**config.mk**
```make
export PLATFORM = sky130hd
export DESIGN_NAME = packet_loader_flat
export DESIGN_NICKNAME = d
export VERILOG_FILES = /design/src/rtl/packet_loader_pkg.sv /design/src/rtl/packet_loader_if.sv /design/src/rtl/packet_loader.sv /design/src/flat_wrapper.sv
export SDC_FILE = /design/constraint.sdc
export NUM_CORES = 1
export LEC_CHECK = 0
export ABC_AREA = 0
export CAP_MARGIN = 10
export CORE_MARGIN = 5
export CORE_UTILIZATION = 36
export CTS_BUF_LIST = sky130_fd_sc_hd__clkbuf_16
export DETAILED_ROUTE_END_ITERATION = 8
export PLACE_DENSITY = 0.83
export SETUP_SLACK_MARGIN = 0.2
export SYNTH_ARGS = -nofsm -noshare
export SYNTH_HDL_FRONTEND = slang
export SYNTH_SLANG_ARGS = --single-unit
```
**constraint.sdc**
```tcl
create_clock -name CLK -period 1.95 [get_ports CLK]
set_input_delay 0.39 -clock CLK [delete_from_list [all_inputs] [get_ports CLK]]
set_output_delay 0.39 -clock CLK [all_outputs]
set_load 0.01 [all_outputs]
```
**src/rtl/packet_loader_pkg.sv**
```systemverilog
// Shared types, widths and packet helpers for the packet loader.
// Request and packet layouts are MSB-first, in the field order of the structs below.
package packet_loader_pkg;

  localparam int unsigned INST_WIDTH           = 32;
  localparam int unsigned PACKET_REQUEST_WIDTH = 98;
  localparam int unsigned PACKET_WIDTH         = 130;

  localparam logic [1:0] DEST_OPTION_NONE  = 2'd0;
  localparam logic [1:0] DEST_OPTION_EXEC  = 2'd1;
  localparam logic [1:0] DEST_OPTION_LOAD  = 2'd2;
  localparam logic [1:0] DEST_OPTION_STORE = 2'd3;

  localparam int unsigned PR_DEST_LSB   = 96;
  localparam int unsigned PR_ADDR_LSB   = 80;
  localparam int unsigned PR_COLOR_LSB  = 64;
  localparam int unsigned PR_DATA1_LSB  = 32;
  localparam int unsigned PR_DATA2_LSB  = 0;

  localparam int unsigned PKT_DEST_LSB  = 128;
  localparam int unsigned PKT_COLOR_LSB = 112;
  localparam int unsigned PKT_DATA1_LSB = 80;
  localparam int unsigned PKT_DATA2_LSB = 48;
  localparam int unsigned PKT_INST_LSB  = 16;
  localparam int unsigned PKT_ADDR_LSB  = 0;

  typedef struct packed {
    logic [1:0]  dest_option;
    logic [15:0] inst_addr;
    logic [15:0] color;
    logic [31:0] data1;
    logic [31:0] data2;
  } packet_request_t;

  typedef struct packed {
    logic [1:0]            dest_option;
    logic [15:0]           color;
    logic [31:0]           data1;
    logic [31:0]           data2;
    logic [INST_WIDTH-1:0] instruction;
    logic [15:0]           inst_addr;
  } packet_t;

  typedef enum logic [1:0] {
    S_IDLE,
    S_MREQ,
    S_MWAIT,
    S_SEND
  } state_e;

  function automatic packet_t make_packet(input packet_request_t req,
                                          input logic [INST_WIDTH-1:0] inst);
    packet_t p;
    p.dest_option = req.dest_option;
    p.color       = req.color;
    p.data1       = req.data1;
    p.data2       = req.data2;
    p.instruction = inst;
    p.inst_addr   = req.inst_addr;
    return p;
  endfunction

  // Word index to byte address; the sum wraps modulo 2^32.
  function automatic logic [31:0] inst_byte_addr(input logic [31:0] base,
                                                 input logic [15:0] word_addr);
    return base + {14'b0, word_addr, 2'b00};
  endfunction

  // Shared rule for every registered valid: set wins, otherwise hold until the handshake.
  function automatic logic next_valid(input logic cur, input logic set, input logic fire);
    return set | (cur & ~fire);
  endfunction

  function automatic logic [1:0] pkt_dest_option(input logic [PACKET_WIDTH-1:0] p);
    return p[PKT_DEST_LSB +: 2];
  endfunction

  function automatic logic [15:0] pkt_color(input logic [PACKET_WIDTH-1:0] p);
    return p[PKT_COLOR_LSB +: 16];
  endfunction

  function automatic logic [INST_WIDTH-1:0] pkt_instruction(input logic [PACKET_WIDTH-1:0] p);
    return p[PKT_INST_LSB +: INST_WIDTH];
  endfunction

  function automatic logic [15:0] pkt_inst_addr(input logic [PACKET_WIDTH-1:0] p);
    return p[PKT_ADDR_LSB +: 16];
  endfunction

endpackage

```
**src/rtl/packet_loader_if.sv**
```systemverilog
// Request, memory and packet channels of the packet loader.
// master is the loader side, slave the requester/memory/consumer side.
interface packet_loader_if;
  import packet_loader_pkg::*;

  logic                            RECV_PR_VALID;
  logic [PACKET_REQUEST_WIDTH-1:0] RECV_PR_DATA;
  logic                            RECV_PR_READY;

  logic                            MEM_REQ_VALID;
  logic [31:0]                     MEM_REQ_ADDR;
  logic                            MEM_REQ_READY;
  logic                            MEM_RESP_VALID;
  logic [INST_WIDTH-1:0]           MEM_RESP_DATA;

  logic                            SEND_PACKET_VALID;
  logic [PACKET_WIDTH-1:0]         SEND_PACKET_DATA;
  logic                            SEND_PACKET_READY;

  modport master (
    input  RECV_PR_VALID, RECV_PR_DATA,
    output RECV_PR_READY,
    output MEM_REQ_VALID, MEM_REQ_ADDR,
    input  MEM_REQ_READY, MEM_RESP_VALID, MEM_RESP_DATA,
    output SEND_PACKET_VALID, SEND_PACKET_DATA,
    input  SEND_PACKET_READY
  );

  modport slave (
    output RECV_PR_VALID, RECV_PR_DATA,
    input  RECV_PR_READY,
    input  MEM_REQ_VALID, MEM_REQ_ADDR,
    output MEM_REQ_READY, MEM_RESP_VALID, MEM_RESP_DATA,
    input  SEND_PACKET_VALID, SEND_PACKET_DATA,
    output SEND_PACKET_READY
  );

endinterface

```
**src/rtl/packet_loader.sv**
```systemverilog
// Fetches the instruction word addressed by each packet-request and emits one packet per request.
// Single outstanding fetch; valids are registered, request ready is decoded from state.
module packet_loader
  import packet_loader_pkg::*;
#(
  parameter logic [31:0] INST_BASE = 32'h0000_0000
) (
  input  logic              CLK,
  input  logic              RST,
  packet_loader_if.master   bus,
  output logic [31:0]       LOAD_COUNT
);

  state_e                r_state;
  state_e                w_state_next;
  packet_request_t       r_req;
  packet_request_t       w_req_next;
  logic [INST_WIDTH-1:0] r_inst;
  logic [INST_WIDTH-1:0] w_inst_next;
  logic                  r_mem_req_valid;
  logic                  w_mem_req_valid_next;
  logic                  r_send_valid;
  logic                  w_send_valid_next;
  logic [31:0]           r_load_count;
  logic [31:0]           w_load_count_next;

  logic w_mem_fire;
  logic w_send_fire;
  logic w_mem_req_set;
  logic w_send_set;

  always_ff @(posedge CLK) begin
    if (RST) begin
      r_state         <= S_IDLE;
      r_req           <= '0;
      r_inst          <= '0;
      r_mem_req_valid <= 1'b0;
      r_send_valid    <= 1'b0;
      r_load_count    <= '0;
    end else begin
      r_state         <= w_state_next;
      r_req           <= w_req_next;
      r_inst          <= w_inst_next;
      r_mem_req_valid <= w_mem_req_valid_next;
      r_send_valid    <= w_send_valid_next;
      r_load_count    <= w_load_count_next;
    end
  end

  always_comb begin
    w_state_next      = r_state;
    w_req_next        = r_req;
    w_inst_next       = r_inst;
    w_load_count_next = r_load_count;
    w_mem_req_set     = 1'b0;
    w_send_set        = 1'b0;
    w_mem_fire        = r_mem_req_valid & bus.MEM_REQ_READY;
    w_send_fire       = r_send_valid & bus.SEND_PACKET_READY;

    unique case (r_state)
      S_IDLE: begin
        if (bus.RECV_PR_VALID) begin
          w_req_next   = packet_request_t'(bus.RECV_PR_DATA);
          w_state_next = S_MREQ;
        end
      end
      S_MREQ: begin
        if (w_mem_fire) begin
          // A response landing on the handshake cycle skips the wait state.
          if (bus.MEM_RESP_VALID) begin
            w_inst_next  = bus.MEM_RESP_DATA;
            w_send_set   = 1'b1;
            w_state_next = S_SEND;
          end else begin
            w_state_next = S_MWAIT;
          end
        end else begin
          w_mem_req_set = 1'b1;
        end
      end
      S_MWAIT: begin
        if (bus.MEM_RESP_VALID) begin
          w_inst_next  = bus.MEM_RESP_DATA;
          w_send_set   = 1'b1;
          w_state_next = S_SEND;
        end
      end
      S_SEND: begin
        if (w_send_fire) begin
          w_load_count_next = r_load_count + 32'd1;
          w_state_next      = S_IDLE;
        end
      end
      default: w_state_next = S_IDLE;
    endcase

    w_mem_req_valid_next = next_valid(r_mem_req_valid, w_mem_req_set, w_mem_fire);
    w_send_valid_next    = next_valid(r_send_valid, w_send_set, w_send_fire);
  end

  assign bus.RECV_PR_READY     = (r_state == S_IDLE);
  assign bus.MEM_REQ_VALID     = r_mem_req_valid;
  assign bus.MEM_REQ_ADDR      = inst_byte_addr(INST_BASE, r_req.inst_addr);
  assign bus.SEND_PACKET_VALID = r_send_valid;
  assign bus.SEND_PACKET_DATA  = make_packet(r_req, r_inst);
  assign LOAD_COUNT            = r_load_count;

endmodule

```
**src/flat_wrapper.sv**
```systemverilog
// flat-port wrapper written by rule: the top's interface ports become plain ports
module packet_loader_flat import packet_loader_pkg::*;
#(
  parameter logic [31:0] INST_BASE = 32'h0000_0000
)
  (CLK, RST, LOAD_COUNT, bus_RECV_PR_VALID, bus_RECV_PR_DATA, bus_RECV_PR_READY, bus_MEM_REQ_VALID, bus_MEM_REQ_ADDR, bus_MEM_REQ_READY, bus_MEM_RESP_VALID, bus_MEM_RESP_DATA, bus_SEND_PACKET_VALID, bus_SEND_PACKET_DATA, bus_SEND_PACKET_READY);
  packet_loader_if bus_i ();
  input  logic CLK;
  input  logic RST;
  output logic [31:0] LOAD_COUNT;
  input wire logic [$bits(bus_i.RECV_PR_VALID)-1:0] bus_RECV_PR_VALID;
  input wire logic [$bits(bus_i.RECV_PR_DATA)-1:0] bus_RECV_PR_DATA;
  output wire logic [$bits(bus_i.RECV_PR_READY)-1:0] bus_RECV_PR_READY;
  output wire logic [$bits(bus_i.MEM_REQ_VALID)-1:0] bus_MEM_REQ_VALID;
  output wire logic [$bits(bus_i.MEM_REQ_ADDR)-1:0] bus_MEM_REQ_ADDR;
  input wire logic [$bits(bus_i.MEM_REQ_READY)-1:0] bus_MEM_REQ_READY;
  input wire logic [$bits(bus_i.MEM_RESP_VALID)-1:0] bus_MEM_RESP_VALID;
  input wire logic [$bits(bus_i.MEM_RESP_DATA)-1:0] bus_MEM_RESP_DATA;
  output wire logic [$bits(bus_i.SEND_PACKET_VALID)-1:0] bus_SEND_PACKET_VALID;
  output wire logic [$bits(bus_i.SEND_PACKET_DATA)-1:0] bus_SEND_PACKET_DATA;
  input wire logic [$bits(bus_i.SEND_PACKET_READY)-1:0] bus_SEND_PACKET_READY;
  assign bus_i.RECV_PR_VALID = bus_RECV_PR_VALID;
  assign bus_i.RECV_PR_DATA = bus_RECV_PR_DATA;
  assign bus_RECV_PR_READY = bus_i.RECV_PR_READY;
  assign bus_MEM_REQ_VALID = bus_i.MEM_REQ_VALID;
  assign bus_MEM_REQ_ADDR = bus_i.MEM_REQ_ADDR;
  assign bus_i.MEM_REQ_READY = bus_MEM_REQ_READY;
  assign bus_i.MEM_RESP_VALID = bus_MEM_RESP_VALID;
  assign bus_i.MEM_RESP_DATA = bus_MEM_RESP_DATA;
  assign bus_SEND_PACKET_VALID = bus_i.SEND_PACKET_VALID;
  assign bus_SEND_PACKET_DATA = bus_i.SEND_PACKET_DATA;
  assign bus_i.SEND_PACKET_READY = bus_SEND_PACKET_READY;
  packet_loader #(.INST_BASE(INST_BASE)) u_core (.CLK(CLK), .RST(RST), .bus(bus_i), .LOAD_COUNT(LOAD_COUNT));
endmodule
```
Word level (Yosys, flattened, before mapping) --
Index checks and enable logic that the tools add are counted.
Operators by class: $add $sub $neg 1, equality and inequality tests 7, multiplexer cells 14, bitwise logic cells 8, reductions and logical operators 6
Operators by type and width (number):
- 32-bit 2-to-1 mux | 2
- 32-bit case mux with 2 select lines | 1
- 32-bit by 1-bit adder with 32-bit output, second input constant | 1
- 2-bit 2-to-1 mux | 4
- 2-bit case mux with 4 select lines | 1
- 2-bit AND reduction | 3
- 1-bit 2-to-1 mux | 5
- 1-bit AND | 4
- 2-bit == test, second input constant | 2
- 2-bit by 1-bit inequality test with 1-bit output, second input constant | 2
- 2-bit inequality test, second input constant | 2
- 4-bit AND reduction | 1
- 2-bit by 1-bit == test with 1-bit output, second input constant | 1
- 2-bit zero test | 1
- 1-bit inverter | 2
- 1-bit OR | 2
- 1-bit case mux with 2 select lines | 1
- 2-bit nonzero test | 1
Storage, ports and cells: register bits after elaboration 166, input port bits 136, output and inout port bits 197, logic and storage cells 46

Depth between registers and ports, before layout --
Gate-level depths: netlist of the first run.
word-level depth 4, depth in mapped cells 8, gate-level depth less buffers 6

Least setup slack after synthesis of the first run --
OpenSTA, ideal clock, no wires.
path kind register to register, start register u_core.r_state[1], end register u_core.r_load_count[31] (netlist: u_core.LOAD_COUNT[31]), library setup time 0.121 ns, arrival 1.905 ns, data required time 1.829 ns, slack -0.075 ns, cell stages (with the launch flop) 7, path buffers 1, clock period less this slack 2.025 ns, cell sequence dfxtp_1 > ha_1 > nand3_4 > or4_4 > buf_6 > nor4_1 > mux2_2
On the way: longest elaborated chain between the ends 2
RTL lines:
- start: declaration | RTL line packet_loader.sv:14 | state_e r_state;
- start signal: assignment | RTL line packet_loader.sv:41 | r_state <= w_state_next;
- 2-bit == test | RTL line packet_loader.sv:60 | unique case (r_state)
- 2-bit AND reduction (no source line)
- end signal: assignment | RTL line packet_loader.sv:46 | r_load_count <= w_load_count_next;
- end: declaration | RTL line packet_loader.sv:24 | logic [31:0] r_load_count;
Every way passes these cells. A chain may end at the register's enable or synchronous reset.

Worst setup path in the final report of the first run --
start register u_core.r_state[0], end register u_core.r_load_count[21] (netlist: u_core.LOAD_COUNT[21])
Same word-level chain as after synthesis.

==> results of run 1 <==
## metrics by stage
| stage | hold WS, ps | area [um2] | worst slack (ps) | instances | setup TNS [ps] |
|---|---|---|---|---|---|
| floorplan | 481 | 6560 | 65.0 | 821 | 0 |
| global placement | 440 | 9920 | -349 | 1312 | -6140 |
| detailed placement | 446 | 9920 | -414 | 1312 | -7490 |
| CTS | 330 | 10500 | 78.4 | 1351 | 0 |
| global route | 348 | 10800 | 34.7 | 1356 | 0 |
| finish | 357 | 10800 | 82.0 | 1356 | 0 |
## logic make-up after synthesis
logic type,after synthesis,synth area share
compound gates,186,0.154
xor+xnor,7,0.00949
fa+ha+maj,6,0.0116
buf+inv,93,0.0740
flops,166,0.515
mux,3,0.00484
other cells,1,0.000581
simple gates,344,0.231
## sequential cells by signal, summed over array words and instances, names as in the netlist
| name | cells |
|---|---|
| u_core.r_state | 2 |
| u_core.bus.MEM_REQ_VALID | 1 |
| u_core.bus.SEND_PACKET_DATA | 98 |
| u_core.bus.SEND_PACKET_VALID | 1 |
| u_core.LOAD_COUNT | 32 |
| u_core.r_inst | 32 |
## metal layers
| layer | up-vias | GRT usage |
|---|---|---|
| met5 | - | 0 |
| met4 | 0 | 0.0684 |
| met3 | 37 | 0.0802 |
| met2 | 262 | 0.341 |
| met1 | 3105 | 0.216 |
| li1 | 3270 | - |
## final cells by class
cell class / count / area, um2 / area share
Timing Repair Buffer: 358 / 3690 / 0.341
Inverter: 7 / 26.3 / 0.00243
Clock inverter: 15 / 118 / 0.0109
Tap cell: 229 / 287 / 0.0265
Clock buffer: 17 / 425 / 0.0393
Sequential cell: 166 / 3340 / 0.309
Multi-Input combinational cell: 564 / 2920 / 0.270
## timing repair
action                     CTS  global route
setup endpoints to repair   75           118
buffers inserted             3             5
gates resized for setup     64            92
pin swaps                   16            12
cloned                       4             0
## layout by cell type (no fill, tap or decap), types with 3 or more instances in the layout
master / Yosys / final
o21ai_1: 1 / 5
o31ai_2: 0 / 3
and4_1: 7 / 7
xor2_1: 3 / 3
nor2b_1: 4 / 3
clkinv_4: 0 / 4
clkdlybuf4s50_1: 0 / 205
clkinv_2: 0 / 3
dfxtp_2: 0 / 6
inv_1: 7 / 8
buf_6: 1 / 3
inv_6: 0 / 6
ha_4: 0 / 3
conb_1: 1 / 16
or4_4: 1 / 9
nand3_1: 7 / 7
buf_12: 0 / 9
nor2_1: 11 / 11
nand2_1: 269 / 268
xnor2_1: 4 / 4
or4_1: 14 / 8
a21oi_2: 0 / 11
dlygate4sd2_1: 0 / 49
buf_4: 32 / 31
dfxtp_1: 166 / 157
or3_1: 8 / 6
dlymetal6s2s_1: 0 / 61
nand4_1: 11 / 11
o21ai_0: 10 / 5
a21oi_1: 153 / 142
and3_1: 4 / 3
o31ai_1: 14 / 11
clkbuf_16: 0 / 17
dfxtp_4: 0 / 3
## power groups by stage
stage	Clock (W)	Sequential (W)	Combinational, W
floorplan	0	0.00442	0.00140
global placement	0	0.00420	0.00338
detailed placement	0	0.00423	0.00346
CTS	0.00322	0.00415	0.00348
global route	0.00337	0.00420	0.00376
finish	0.00314	0.00414	0.00342
## worst max-delay path, cell delays in order (launching register included)
cell,delay (ps)
dfxtp_4,370
ha_4,160
nand3_4,90
or4_4,610
or4_4,440
a21oi_2,140
## how the worst min path moves through the flow
stage | startpoint | to | slack [ps] | cells after the start
after floorplan | u_core.bus.SEND_PACKET_DATA[100]$_SDFFE_PP0P_ | u_core.bus.SEND_PACKET_DATA[100]$_SDFFE_PP0P_ | 480 | 2
after global placement | u_core.bus.SEND_PACKET_DATA[89]$_SDFFE_PP0P_ | u_core.bus.SEND_PACKET_DATA[89]$_SDFFE_PP0P_ | 440 | 2
after detailed placement | u_core.bus.SEND_PACKET_DATA[100]$_SDFFE_PP0P_ | u_core.bus.SEND_PACKET_DATA[100]$_SDFFE_PP0P_ | 450 | 2
after CTS | RST | u_core.bus.MEM_REQ_VALID$_SDFF_PP0_ | 330 | 2
after global routing | RST | u_core.LOAD_COUNT[25]$_SDFFE_PP0P_ | 350 | 2
final | RST | u_core.bus.MEM_REQ_VALID$_SDFF_PP0_ | 360 | 2
==> run_results.csv, run 1 <==
group,metric,value,unit
clock_tree,path_clk_slew,70,ps
clock_tree,cts_tree,"built",
critical_path,worstPathMaxFanout,6,
sta,setup_viol,0,
global_routing,grt_start_max_net_pins,61,
synth,synthCells,806,
route,initialDrtViolationCount,329,
finish,syn2layout_area_growth,67.4,%
sta,grt_setup_unrepaired,"true",
global_routing,grtUsageTotal,0.196,
power_and_ir_drop,leakagePower,5.09,nW
clock_tree,cts_sinks,166,
global_routing,antenna_found_initial,0,
power_and_ir_drop,power,0.0107,W
hold_path,hold_path.class,"in -> reg",
critical_path,timing.reg2reg.setup_slack,80,ps
route,wl_met2,11000,um
synth,synthTopCellsByArea,"dfxtp_1 (51%), nand2_1 (16%), a21oi_1 (12%), buf_4 (3.7%), clkbuf_1 (2.8%)",
synth,synth_top_area_cell,"dfxtp_1",
critical_path,ff2ff_path_depth,5,
clock_tree,insertion_delay,420,ps
critical_path,startpoint_type,"flip-flop",
route,drc,0,
power_and_ir_drop,p_switching,0.00349,W
floorplanning,boundaryPins,333,
floorplanning,die_w,144,um
power_and_ir_drop,pwr-share-seq,0.387,
floorplanning,initial_core_util,0.362,
synth,synthArstFlopShare,0,
sta,fin_crit_sh,0.958,
synth,synth_edf_count,0,
finish,antenna_cells,0,
synth,yosysWarnings,0,
critical_path,cp-end-kind,"flip-flop",
sta,finalHoldViolCount,0,
place,portBuffers,316,
floorplanning,dieHeight,144,um
synth,synth_most_common_cell,"nand2_1",
synth,avgSynthCellArea,8.01,um2
route,routed.top_layer,"met4",
critical_path,worstPathArrival,2230,ps
critical_path,required,2310,ps
place,dp_hpwl,15200,um
clock_tree,cts-root-buf,"clkbuf_16",
route,firstDrtPassIters,6,
power_and_ir_drop,p_int,0.00722,W
clock_tree,cts_buffers,17,
synth,ys_seq_area_frac,0.515,
route,wl_met3,2230,um
route,met1_length,8190,um
sta,fin_skew,7.58,ps
synth,synth-seq-cells,166,
flow_run,drv_cap,0,
critical_path,critPathKind,"reg -> reg",
finish,fin_util,0.606,
floorplanning,fp.coreArea,17800,um2
critical_path,cp-startpoint,"u_core.r_state[0]$_SDFFE_PP0P_",
route,vias,6674,
global_routing,grt_pass1_vias,6493,
outcome,status,"complete, no violations",
critical_path,r2r-end,"u_core.LOAD_COUNT[21]$_SDFFE_PP0P_",
sta,fmax,535,MHz
synth,ys_types,40,
global_routing,grt_first_pass_wirelength,32300,um
route,vias_per_cell,4.92,
synth,synth_top_cell_area_share,0.515,
critical_path,timing.rr.start,"u_core.r_state[0]$_SDFFE_PP0P_",
place,routabilityCongestion,0.806,
finish,fillers,1513,
power_and_ir_drop,p_per_area,990,nW/um2
synth,synth_commonest_cells,"nand2_1 (269), dfxtp_1 (166), a21oi_1 (153)",
route,routed_wl,21900,um
global_routing,overflow,0,
sta,drv_slew,0,
power_and_ir_drop,pwr-share-comb,0.320,
synth,synth_top_flop_cell,"dfxtp_1",
critical_path,endpoint,"u_core.LOAD_COUNT[21]$_SDFFE_PP0P_",
power_and_ir_drop,swShare,0.326,
route,avgRoutedWirePerCell,16.2,um
clock_tree,clock_path_buffers,2,
floorplanning,std_cell_rows,49,
floorplanning,die_area,20700,um2
power_and_ir_drop,ir_drop,0.567,mV
finish,fin_nets,1256,
sta,fin_crit,1870,ps
finish,layout-drive-gt1-share,0.108,
power_and_ir_drop,pwr-share-clk,0.294,
route,ant_nets,0,
clock_tree,cts_max_level,4,
synth,synth_area,6460,um2
clock_tree,postCtsHoldBufs,0,
(Power assumes the default switching activity.)
==> run 2: changes to the inputs <==
--- a/config.mk
+++ b/config.mk
@@ -7,7 +7,7 @@
 export LEC_CHECK = 0
 export ABC_AREA = 0
 export CAP_MARGIN = 10
-export CORE_MARGIN = 5
+export CORE_ASPECT_RATIO = 1.4
 export CORE_UTILIZATION = 36
 export CTS_BUF_LIST = sky130_fd_sc_hd__clkbuf_16
 export DETAILED_ROUTE_END_ITERATION = 8
==> run 2 against run 1 <==
  * Critical path depth stayed put
  * First-iteration DRC count is 6.1% higher
  * Sequential power about the same
  * Combinational power is 1% lower
  * Non-clock buffer count up 4
  * Worst setup slack improved by 4.4 ps
  * Global-route usage up 1.5 points
  * Utilization grew 1.9 points
  * Total power increased by 4.2%
  * Die area fell by 11%
  * Wire length shrank 7.4%
  * Critical endpoint is now u_core.LOAD_COUNT[11]$_SDFFE_PP0P_
  * Largest cell class unchanged
  * Largest power group unchanged
==> run_results.csv, run 2 (synthesis results as in run 1) <==
group,metric,value,unit
finish,layout_common_cells,"nand2_1 (268), clkdlybuf4s50_1 (237), dfxtp_1 (151)",
floorplanning,dieHeight,160,um
critical_path,endpoint,"u_core.LOAD_COUNT[11]$_SDFFE_PP0P_",
finish,final_area,10900,um2
power_and_ir_drop,power,0.0112,W
critical_path,required,2300,ps
sta,tns,0,ps
global_routing,grtUsageTotal,0.211,
floorplanning,die_area,18500,um2
route,drc,0,
place,placed_cell_area,9950,um2
critical_path,worstPathMaxFanout,5,
critical_path,cp-startpoint,"u_core.LOAD_COUNT[3]$_SDFFE_PP0P_",
route,vias,6697,
floorplanning,die_w,115,um
finish,largest_reg_flops,98,
clock_tree,postCtsHoldBufs,0,
critical_path,timing.rr.start,"u_core.LOAD_COUNT[3]$_SDFFE_PP0P_",
finish,layout-drive-gt1-share,0.117,
outcome,status,"complete, no violations",
global_routing,grt_first_pass_wirelength,30700,um
critical_path,worstPathArrival,2210,ps
route,initialDrtViolationCount,349,
route,vias_per_cell,4.91,
sta,fin_crit,1860,ps
clock_tree,clock_path_buffers,2,
flow_run,drv_cap,0,
route,ant_nets,0,
sta,finalHoldViolCount,0,
place,dp_hpwl,13500,um
clock_tree,cts-root-buf,"clkbuf_16",
clock_tree,cts_sinks,166,
power_and_ir_drop,p_per_area,1020,nW/um2
floorplanning,initial_core_util,0.370,
sta,fin_crit_sh,0.956,
global_routing,grt_start_max_net_pins,74,
clock_tree,insertion_delay,420,ps
route,firstDrtPassIters,6,
global_routing,antenna_found_initial,0,
finish,fin_nets,1260,
route,routed_wl,20300,um
finish,multiInputGateArea,2940,um2
finish,fillers,1429,
sta,setup_viol,0,
route,avgRoutedWirePerCell,14.9,um
hold_path,hold_path.class,"in -> reg",
global_routing,grt_pass1_vias,6312,
floorplanning,std_cell_rows,57,
power_and_ir_drop,ir_drop,0.664,mV
power_and_ir_drop,leakagePower,4.66,nW
place,routabilityCongestion,0.791,
place,portBuffers,316,
sta,fmax,537,MHz
finish,final_common_cell,"nand2_1",
global_routing,overflow,0,
critical_path,ff2ff_path_depth,5,
finish,antenna_cells,0,
floorplanning,boundaryPins,333,
floorplanning,fp.coreArea,17500,um2
finish,seq_area,3350,um2
critical_path,critPathKind,"reg -> reg",
critical_path,timing.reg2reg.setup_slack,90,ps
sta,drv_slew,0,
sta,fin_skew,12.1,ps
sta,fin_ws,86.3,ps
sta,holdWs,387,ps
critical_path,startpoint_type,"flip-flop",
finish,syn2layout_area_growth,69.0,%
place,pre_cts_ws,-373,ps
clock_tree,cts_max_level,4,
sta,grt_setup_unrepaired,"true",
critical_path,r2r-end,"u_core.LOAD_COUNT[11]$_SDFFE_PP0P_",
clock_tree,cts_buffers,17,
clock_tree,path_clk_slew,60,ps
clock_tree,cts_tree,"built",
critical_path,cp-end-kind,"flip-flop",
==> run 2: changes by cell type in the layout (fill, tap and decap cells not counted), moves of 4 or more <==
cell             delta
dfxtp_2             +5
dlymetal6s2s_1     -28
bufinv_16           +5
clkdlybuf4s50_1    +32
dlygate4sd2_1       -4
dfxtp_1             -6
inv_6               -5
==> run 2: timing repair <==
item,in CTS,in global routing
gates cloned,3,0
buffers inserted,7,2
endpoints found under the setup margin,71,93
pin swaps,6,20
gates resized for setup,67,75
==> run 2: worst min path at each step <==
| stage | from | slack [ps] | end | depth (start not counted) |
|---|---|---|---|---|
| 6_report | RST | 390 | u_core.LOAD_COUNT[8]$_SDFFE_PP0P_ | 2 |
| 3_3_place_gp | u_core.bus.SEND_PACKET_DATA[61]$_SDFFE_PP0P_ | 440 | u_core.bus.SEND_PACKET_DATA[61]$_SDFFE_PP0P_ | 2 |
| 5_1_grt | RST | 390 | u_core.LOAD_COUNT[8]$_SDFFE_PP0P_ | 2 |
| 3_5_place_dp | u_core.r_inst[14]$_SDFFE_PP0P_ | 450 | u_core.r_inst[14]$_SDFFE_PP0P_ | 2 |
| 4_1_cts | RST | 360 | u_core.LOAD_COUNT[6]$_SDFFE_PP0P_ | 2 |
| 2_1_floorplan | u_core.bus.SEND_PACKET_DATA[100]$_SDFFE_PP0P_ | 480 | u_core.bus.SEND_PACKET_DATA[100]$_SDFFE_PP0P_ | 2 |
==> run 2: layout make-up <==
type                       instances  share of cell area
inverter                           7             0.00241
timing repair buffer             362               0.336
multi-input combinational        564               0.269
tap                              236              0.0271
clock inverter                    13              0.0189
sequential                       166               0.307
clock buffer                      17              0.0390
==> run 2: metrics by stage <==
step                      std cells   util
final                          1365  0.625
after global routing           1365  0.625
after CTS                      1363  0.609
after detailed placement       1323  0.569
after global placement         1323  0.569
after floorplan                 821      -
==> run 2: report_power, final <==
part	total, W	switching, W	internal [W]
clock	0.00363	0.00137	0.00226
sequential	0.00414	0.000265	0.00388
combinational	0.00337	0.00167	0.00170
total	0.0112	0.00331	0.00784
==> run 2: layer usage <==
| layer | routed length [um] | share of wire | global-route usage |
|---|---|---|---|
| met4 | 494 | 0.024 | 0.0874 |
| met1 | 7680 | 0.38 | 0.221 |
| met5 | 0 | 0 | 0 |
| met3 | 1480 | 0.073 | 0.0611 |
| met2 | 10600 | 0.52 | 0.386 |
==> run 2: critical path, cell delays in order, from the launching register on <==
cell	delay (ps)
dfxtp_1	340
nand4_1	240
or4_4	600
buf_6	150
or3_4	330
a21oi_2	140
==> run 3: changes to the inputs <==
--- a/config.mk
+++ b/config.mk
@@ -6,6 +6,7 @@
 export NUM_CORES = 1
 export LEC_CHECK = 0
 export ABC_AREA = 0
+export ABC_CLOCK_PERIOD_IN_PS = 1950
 export CAP_MARGIN = 10
 export CORE_ASPECT_RATIO = 1.4
 export CORE_UTILIZATION = 36
==> results of run 3 <==
No change in the layout: final DEF, timing and power equal those of run 2.
